<file path="src/rtl/gray_monitor.sv">
// Checks a Gray-coded counter stream: decodes to binary, flags illegal transitions,
// pulses on each legal +1 step and counts completed laps.
module gray_monitor #(
    parameter int WIDTH = 3,
    parameter int LAP_W = 8
) (
    input  logic             Clk,
    input  logic             Reset,
    input  logic             Clr,
    input  logic [WIDTH-1:0] Gray,
    input  logic             OvfIn,
    output logic [WIDTH-1:0] Bin,
    output logic             Step,
    output logic [LAP_W-1:0] Lap,
    output logic             LapWrap,
    output logic             OvfRise,
    output logic             Err,
    output logic [1:0]       ErrCode
);

    typedef enum logic [1:0] {SYNC, TRACK, FAULT} state_t;

    localparam logic [1:0] CODE_NONE = 2'b00;
    localparam logic [1:0] CODE_JUMP = 2'b01;
    localparam logic [1:0] CODE_BACK = 2'b10;
    localparam logic [1:0] CODE_OVF  = 2'b11;

    localparam logic [WIDTH-1:0] MAX_CODE = {WIDTH{1'b1}};

    state_t           state_q, state_d;
    logic [WIDTH-1:0] bin_q, bin_d;
    logic             ovf_q;
    logic             step_q, step_d;
    logic [LAP_W-1:0] lap_q, lap_d;
    logic             lapwrap_q, lapwrap_d;
    logic             ovfrise_q, ovfrise_d;
    logic             err_q, err_d;
    logic [1:0]       errcode_q, errcode_d;

    logic [WIDTH-1:0] delta;
    logic             lap_evt;
    logic             step_err;

    function automatic logic [WIDTH-1:0] gray2bin(input logic [WIDTH-1:0] g);
        logic [WIDTH-1:0] b;
        b[WIDTH-1] = g[WIDTH-1];
        for (int i = WIDTH - 2; i >= 0; i--) begin
            b[i] = b[i+1] ^ g[i];
        end
        return b;
    endfunction

    // bin_q always equals the decode of the previously sampled Gray code
    always_comb begin
        bin_d     = gray2bin(Gray);
        delta     = bin_d - bin_q;
        state_d   = state_q;
        step_d    = 1'b0;
        lap_d     = lap_q;
        lapwrap_d = lapwrap_q;
        ovfrise_d = OvfIn & ~ovf_q;
        err_d     = err_q;
        errcode_d = errcode_q;
        lap_evt   = 1'b0;
        step_err  = 1'b0;

        case (state_q)
            SYNC: begin
                state_d = TRACK;
            end
            TRACK: begin
                if (delta == WIDTH'(1)) begin
                    step_d = 1'b1;
                    if (bin_q == MAX_CODE && bin_d == '0) begin
                        lap_evt = 1'b1;
                        lap_d   = lap_q + LAP_W'(1);
                        if (&lap_q) begin
                            lapwrap_d = 1'b1;
                        end
                    end
                end else if (delta == MAX_CODE) begin
                    step_err  = 1'b1;
                    err_d     = 1'b1;
                    errcode_d = CODE_BACK;
                    state_d   = FAULT;
                end else if (delta != '0) begin
                    step_err  = 1'b1;
                    err_d     = 1'b1;
                    errcode_d = CODE_JUMP;
                    state_d   = FAULT;
                end
                // A step fault on the same edge takes priority over the overflow cause
                if (ovfrise_d && !lap_evt && !step_err) begin
                    err_d     = 1'b1;
                    errcode_d = CODE_OVF;
                    state_d   = FAULT;
                end
            end
            default: begin
                state_d = FAULT;
            end
        endcase
    end

    always_ff @(posedge Clk or posedge Reset) begin
        if (Reset) begin
            state_q   <= SYNC;
            bin_q     <= '0;
            ovf_q     <= 1'b0;
            step_q    <= 1'b0;
            lap_q     <= '0;
            lapwrap_q <= 1'b0;
            ovfrise_q <= 1'b0;
            err_q     <= 1'b0;
            errcode_q <= CODE_NONE;
        end else if (Clr) begin
            state_q   <= SYNC;
            bin_q     <= '0;
            ovf_q     <= 1'b0;
            step_q    <= 1'b0;
            lap_q     <= '0;
            lapwrap_q <= 1'b0;
            ovfrise_q <= 1'b0;
            err_q     <= 1'b0;
            errcode_q <= CODE_NONE;
        end else begin
            state_q   <= state_d;
            bin_q     <= bin_d;
            ovf_q     <= OvfIn;
            step_q    <= step_d;
            lap_q     <= lap_d;
            lapwrap_q <= lapwrap_d;
            ovfrise_q <= ovfrise_d;
            err_q     <= err_d;
            errcode_q <= errcode_d;
        end
    end

    assign Bin     = bin_q;
    assign Step    = step_q;
    assign Lap     = lap_q;
    assign LapWrap = lapwrap_q;
    assign OvfRise = ovfrise_q;
    assign Err     = err_q;
    assign ErrCode = errcode_q;

endmodule

</file>
<file path="config.mk">
export PLATFORM = sky130hd
export DESIGN_NAME = gray_monitor
export DESIGN_NICKNAME = d
export VERILOG_FILES = /design/src/rtl/gray_monitor.sv
export SDC_FILE = /design/constraint.sdc
export NUM_CORES = 1
export LEC_CHECK = 0
export BUFFER_PORTS_ARGS = -buffer_cell sky130_fd_sc_hd__buf_2
export CAP_MARGIN = 15
export CORE_UTILIZATION = 25
export CTS_CLUSTER_SIZE = 20
export DETAILED_ROUTE_END_ITERATION = 10
export SYNTH_ARGS = -nofsm -noshare
export SYNTH_HDL_FRONTEND = slang
export SYNTH_SLANG_ARGS = --single-unit
</file>
<file path="constraint.sdc">
create_clock -name Clk -period 3.6 [get_ports Clk]
set_clock_uncertainty 0.15 [all_clocks]
set_input_delay 0.36 -clock Clk [delete_from_list [all_inputs] [get_ports Clk]]
set_output_delay 0.36 -clock Clk [all_outputs]
set_load 0.02 [all_outputs]
</file>
==> results of run 1 <==
where the power goes:
group / switching [mW] / total (mW) / internal (mW)
clock: 0.0727 / 0.170 / 0.0973
sequential: 0.00801 / 0.245 / 0.237
combinational: 0.0520 / 0.0884 / 0.0364
worst reg2reg max path: stages, from the launching register on:
cell and delay, ns:
dfrtp_1 0.41, ha_1 0.21, inv_1 0.06, fa_1 0.43, nor3b_1 0.25, nand4b_2 0.33, nor3_1 0.37, mux2_2 0.38
sequential cells by signal, summed over array words and instances, names as in the netlist:
signal	count
ovf_q	1
Bin	3
LapWrap	1
ErrCode	2
Step	1
OvfRise	1
state_q	2
Lap	8
Err	1
area by class of cell:
type | instances | area (um2)
inverter | 11 | 41.3
multi-input combinational | 63 | 442
tap | 48 | 60.1
sequential | 20 | 500
timing repair buffer | 23 | 115
clock buffer | 4 | 55.1
fill | 418 | 2530
synthesized netlist by cell type:
cell / instances
nand4b_2: 1
fa_1: 1
dfrtp_1: 20
nand2_1: 4
nor2b_1: 4
a21oi_1: 7
xnor2_1: 2
nand4_1: 1
ha_1: 3
inv_1: 11
and4bb_2: 1
or4_1: 2
and3b_1: 1
xor2_1: 1
nor3b_1: 2
buf_4: 1
a31oi_1: 1
nand2b_1: 1
o31ai_1: 2
nor4_1: 2
or3_1: 3
and3_1: 1
o21ai_0: 5
nor2_1: 7
nor3_1: 2
a221oi_1: 1
nand3_1: 3
clkbuf_1: 1
xnor3_1: 1
mux2_2: 1
mux2i_1: 1
buf_1: 1
or2_2: 1
a32o_1: 1
per-stage QoR:
step	hold slack, ns	instances	area (um2)	setup slack (ns)	power (mW)
2_1_floorplan	0.174	97	998	0.827	0.312
3_3_place_gp	0.342	165	1160	0.387	0.335
3_5_place_dp	0.352	165	1160	0.230	0.338
4_1_cts	0.0949	169	1210	0.514	0.511
5_1_grt	0.132	169	1210	0.288	0.534
6_report	0.0651	169	1210	0.495	0.503
per-layer routing:
layer / GRT usage [%] / vias to the layer above
li1: - / 387
met4: 4.08 / 0
met1: 13.1 / 365
met5: 0 / -
met3: 3.47 / 3
met2: 17.9 / 25
worst min-delay path by stage:
stage,start,end,slack [ns],depth (start not counted)
floorplan,Reset,Bin[0],0.17,1
global placement,LapWrap,LapWrap,0.34,1
detailed placement,LapWrap,LapWrap,0.35,1
CTS,Reset,Lap[0],0.09,2
global route,Reset,Lap[0],0.13,2
finish,Reset,Lap[0],0.07,2
kinds of logic after synthesis:
group | after synthesis | synth area share (%)
buffers and inverters | 14 | 5.64
AO/OA/AOI/OAI | 17 | 10.0
XOR/XNOR | 4 | 4.89
flip-flops | 20 | 50.1
adder cells (fa/ha/maj) | 4 | 5.76
multiplexers | 2 | 2.13
AND/OR/NAND/NOR | 36 | 21.4
==> qor.csv, run 1 <==
stage;metric;value;unit
cells_and_area;Core Util, Final;32.4;%
cells_and_area;number of nets in the layout;133;
critical_path;CP max FO;13;
route;vias per inst;4.62;
outcome;status;finished clean;
synthesis;Synth Net Count;108;
worst_hold_path;Hold/Removal Path Class;in2async;
critical_path;Worst Reg2Reg Path Length in Cells;7;
synthesis;synth top area cells;dfrtp_1 (50%), inv_1 (4.1%), ha_1 (3.8%);
critical_path;Crit Path Category;in2reg;
die;Initial Utilization;26.7;%
die;core area;0.00374;mm2
critical_path;CP delay by family, top;simple AND/OR/NAND/NOR gates;
sta;relative slew slack;50.7;%
critical_path;reg2reg setup slack;0.89;ns
global_routing;first-pass GRT wire length;3.54;mm
synthesis;synthesized area;998;um2
cts;Clock Pin Slew Worst Setup and Hold Paths;0.07;ns
synthesis;Seq/Total Area, Yosys;50.1;%
sta;Fmax;322;MHz
sta;Final Max Tran Viols;0;
critical_path;CP Buf/Inv Count;3;
cells_and_area;share of layout cells above drive strength 1;25.6;%
global_routing;largest net degree at the start of global routing;21;
sta;Fin Setup TNS;0;ns
global_routing;initial antenna violation count;0;
cts;Post-CTS Setup Bufs;0;
power;leakage;0.606;nW
cts;CTS resizes;0;
critical_path;Worst setup EP type;flop;
power;Peak VDD IR;0.195;mV
die;FP Rows;22;
die;# IOs;24;
synthesis;Post-Syn Area per Cell;10.3;um2
critical_path;CP Launch Point;Gray[2];
cts;Hold Buf Count CTS;0;
cts;clk_lat worst skew;0.26;ns
placement;GPL Wtd Cong;0.769;
route;WL/cell;12.1;um
route;drc violations;0;
synthesis;area share of the largest cell type after synthesis;50.1;%
die;Die Y;65.2;um
die;Die X-Extent;65.2;um
critical_path;crit path capture;Lap[6];
route;DR top layer;met4;
cts;H-tree depth;1;
die;die area;0.00425;mm2
route;antenna-violating nets left;0;
sta;Slew @ Worst Pin;0.739;ns
cells_and_area;ant diodes;0;
cells_and_area;most common cell after layout, fill and taps aside;buf_2;
synthesis;Synth cell types;34;
critical_path;crit path launch type;input pin;
sta;Final Hold Fails;0;
job;max_cap viols;0;
power;PD cells;415;mW/mm2
cts;CTS tree;done;
critical_path;WP data required;3.60;ns
cts;clock sinks;20;
cells_and_area;most frequent cells in the layout;buf_2 (23), dfrtp_1 (20), inv_1 (11);
cells_and_area;Layout area overhead;21.6;%
critical_path;CP Depth;11;
global_routing;aggregate global routing overflow;0;
route;WL met2;975;um
route;DR vias;780;
synthesis;Cells after Synth;97;
cts;CTS Buffer Depth;2;
sta;Tcrit/Tclk final;86.2;%
critical_path;Max stage delay on crit path;0.46;ns
route;First DRT Iteration DRCs;6;
critical_path;r2r endpoint;Lap[6];
global_routing;gr usage total;10.8;%
sta;RSZ-0062 raised after global routing;no;
sta;Final min period;3.10;ns
placement;DP HPWL;1.53;mm
route;wl on met1;921;um
placement;IO Port Bufs;23;
route;DR pass1 iterations;4;
global_routing;number of global-route vias before repair;802;
critical_path;worst r2r src;Bin[0];
route;drt total wl;2.04;mm
critical_path;CP max stage cell;fa_1;
synthesis;Synth area leader;dfrtp_1;
sta;Final setup viols;0;
cts;total CTS buffers;3;
route;WL met3;121;um
critical_path;Arrival @ worst endpoint;3.10;ns
synthesis;Syn. warnings;0;
synthesis;synthesis-stage register bit count;20;
cts;root buffer cell;clkbuf_8;
critical_path;CP Cell Sequence;buf_2 -> xnor2_1 -> ha_1 -> inv_1 -> ha_1 -> inv_1 -> fa_1 -> nor3b_1 -> nand4b_2 -> nor3_1 -> mux2_2;
(Power assumes the default switching activity.)
==> run 2: changes to the inputs <==
--- a/config.mk
+++ b/config.mk
@@ -10,6 +10,7 @@
 export CORE_UTILIZATION = 25
 export CTS_CLUSTER_SIZE = 20
 export DETAILED_ROUTE_END_ITERATION = 10
+export PLACE_DENSITY_LB_ADDON = 0.08
 export SYNTH_ARGS = -nofsm -noshare
 export SYNTH_HDL_FRONTEND = slang
 export SYNTH_SLANG_ARGS = --single-unit
==> qor.csv, run 2 (synthesis gave the netlist of run 1 again) <==
stage;metric;value;unit;change
sta;Slew @ Worst Pin;0.783;ns;was 0.739 ns
global_routing;number of global-route vias before repair;769;;was 802
cells_and_area;most common cell after layout, fill and taps aside;buf_2;;unchanged
power;Peak VDD IR;0.143;mV;was 0.195 mV
sta;Fmax;324;MHz;was 322 MHz
global_routing;first-pass GRT wire length;3.61;mm;was 3.54 mm
sta;Tcrit/Tclk final;85.7;%;was 86.2%
die;Die Y;65.2;um;unchanged
global_routing;gr usage total;10.9;%;was 10.8%
critical_path;CP max FO;13;;unchanged
sta;Final setup viols;0;;unchanged
die;# IOs;24;;unchanged
sta;Final min period;3.09;ns;was 3.10 ns
power;leakage;0.599;nW;was 0.606 nW
critical_path;CP Launch Point;Gray[2];;unchanged
cts;CTS Buffer Depth;2;;unchanged
cells_and_area;ant diodes;0;;unchanged
cells_and_area;Final Non-Filler Cells;168;;was 169
cts;H-tree depth;1;;unchanged
cells_and_area;fin area;0.00120;mm2;was 0.00121 mm2
die;Initial Utilization;26.7;%;unchanged
placement;IO Port Bufs;23;;unchanged
route;vias per inst;4.67;;was 4.62
cells_and_area;share of layout cells above drive strength 1;25.0;%;was 25.6%
route;DR vias;785;;was 780
worst_hold_path;Hold/Removal Path Class;in2async;;unchanged
cts;Clock Pin Slew Worst Setup and Hold Paths;0.07;ns;about the same
sta;Final Max Tran Viols;0;;unchanged
cells_and_area;max reg flops;8;;unchanged
route;antenna-violating nets left;0;;unchanged
cts;CTS tree;done;;unchanged
route;drc violations;0;;unchanged
sta;Fin Setup TNS;0;ns;unchanged
cts;clock sinks;20;;unchanged
route;WL/cell;12.4;um;was 12.1 um
die;FP Rows;22;;unchanged
cts;Hold Buf Count CTS;0;;unchanged
die;die area;0.00425;mm2;unchanged
global_routing;initial antenna violation count;0;;unchanged
global_routing;largest net degree at the start of global routing;21;;unchanged
critical_path;crit path launch type;input pin;;unchanged
cells_and_area;Core Util, Final;32.1;%;was 32.4%
cells_and_area;number of nets in the layout;133;;unchanged
sta;relative slew slack;47.7;%;was 50.7%
cts;clk_lat worst skew;0.25;ns;was 0.26 ns
placement;placed cell count;165;;unchanged
cts;root buffer cell;clkbuf_8;;unchanged
job;max_cap viols;0;;unchanged
route;DR pass1 iterations;4;;unchanged
placement;GPL Wtd Cong;0.783;;was 0.769
critical_path;Worst Reg2Reg Path Length in Cells;7;;unchanged
critical_path;r2r endpoint;Lap[6];;unchanged
outcome;status;finished clean;;unchanged
cts;total CTS buffers;3;;unchanged
route;drt total wl;2.08;mm;was 2.04 mm
cells_and_area;fillcell total;421;;was 418
placement;placed cell areas;0.00116;mm2;unchanged
cts;CTS resizes;0;;unchanged
cts;Post-CTS Setup Bufs;0;;unchanged
critical_path;Crit Path Category;in2reg;;unchanged
critical_path;worst r2r src;Bin[0];;unchanged
critical_path;WP data required;3.59;ns;was 3.60 ns
sta;RSZ-0062 raised after global routing;no;;unchanged
placement;DP HPWL;1.53;mm;about the same
critical_path;Worst setup EP type;flop;;unchanged
power;Tot Pwr;0.479;mW;was 0.503 mW
cells_and_area;most frequent cells in the layout;buf_2 (23), dfrtp_1 (20), inv_1 (11);;unchanged
power;PD cells;399;mW/mm2;was 415 mW/mm2
sta;Final Hold Fails;0;;unchanged
critical_path;reg2reg setup slack;0.90;ns;was 0.89 ns
die;Die X-Extent;65.2;um;unchanged
global_routing;aggregate global routing overflow;0;;unchanged
route;First DRT Iteration DRCs;24;;was 6
critical_path;Arrival @ worst endpoint;3.08;ns;was 3.10 ns
cells_and_area;Layout area overhead;20.2;%;was 21.6%
die;core area;0.00374;mm2;unchanged
==> run 2: cell count changes in the layout (fill, tap and decap cells not counted) <==
cell / delta
clkbuf_8: -1
==> run 2: per-stage QoR <==
step / worst slack, ns / hold WS (ns)
after floorplan: 0.827 / 0.174
after global placement: 0.340 / 0.348
after detailed placement: 0.203 / 0.352
after CTS: 0.478 / 0.134
after global routing: 0.291 / 0.163
final: 0.514 / 0.0912
==> run 2: worst max-delay path by stage <==
stage | to | cells after the start
final | Lap[6] | 11
after global placement | Lap[7] | 11
after global routing | Lap[5] | 11
after detailed placement | Lap[6] | 11
after floorplan | Lap[6] | 10
after CTS | Lap[6] | 11
==> run 2: worst max-delay path: stages <==
cell and delay, ns:
buf_2 0.14, xnor2_1 0.26, ha_1 0.28, inv_1 0.07, ha_1 0.13, inv_1 0.04
fa_1 0.46, nor3b_1 0.25, nand4b_2 0.32, nor3_1 0.38, mux2_2 0.38
==> run 2: final cells by class <==
cell class / count / area (um2) / share of cell area, %
inverter: 11 / 41.3 / 3.44
clock buffer: 3 / 41.3 / 3.44
tap: 48 / 60.1 / 5.01
multi-input combinational: 63 / 442 / 36.8
timing repair buffer: 23 / 115 / 9.59
sequential: 20 / 500 / 41.7
==> run 2: layer usage <==
layer	part of all wire, %	vias up	track usage (%)
met4	0.87	0	4.08
met5	0	-	0
li1	-	383	-
met2	43	15	16.2
met3	3.7	2	2.26
met1	53	385	15.4
==> run 2: where the power goes <==
part | switching [mW] | internal [mW]
sequential | 0.00811 | 0.237
clock | 0.0700 | 0.0744
combinational | 0.0532 | 0.0367
total | 0.131 | 0.348
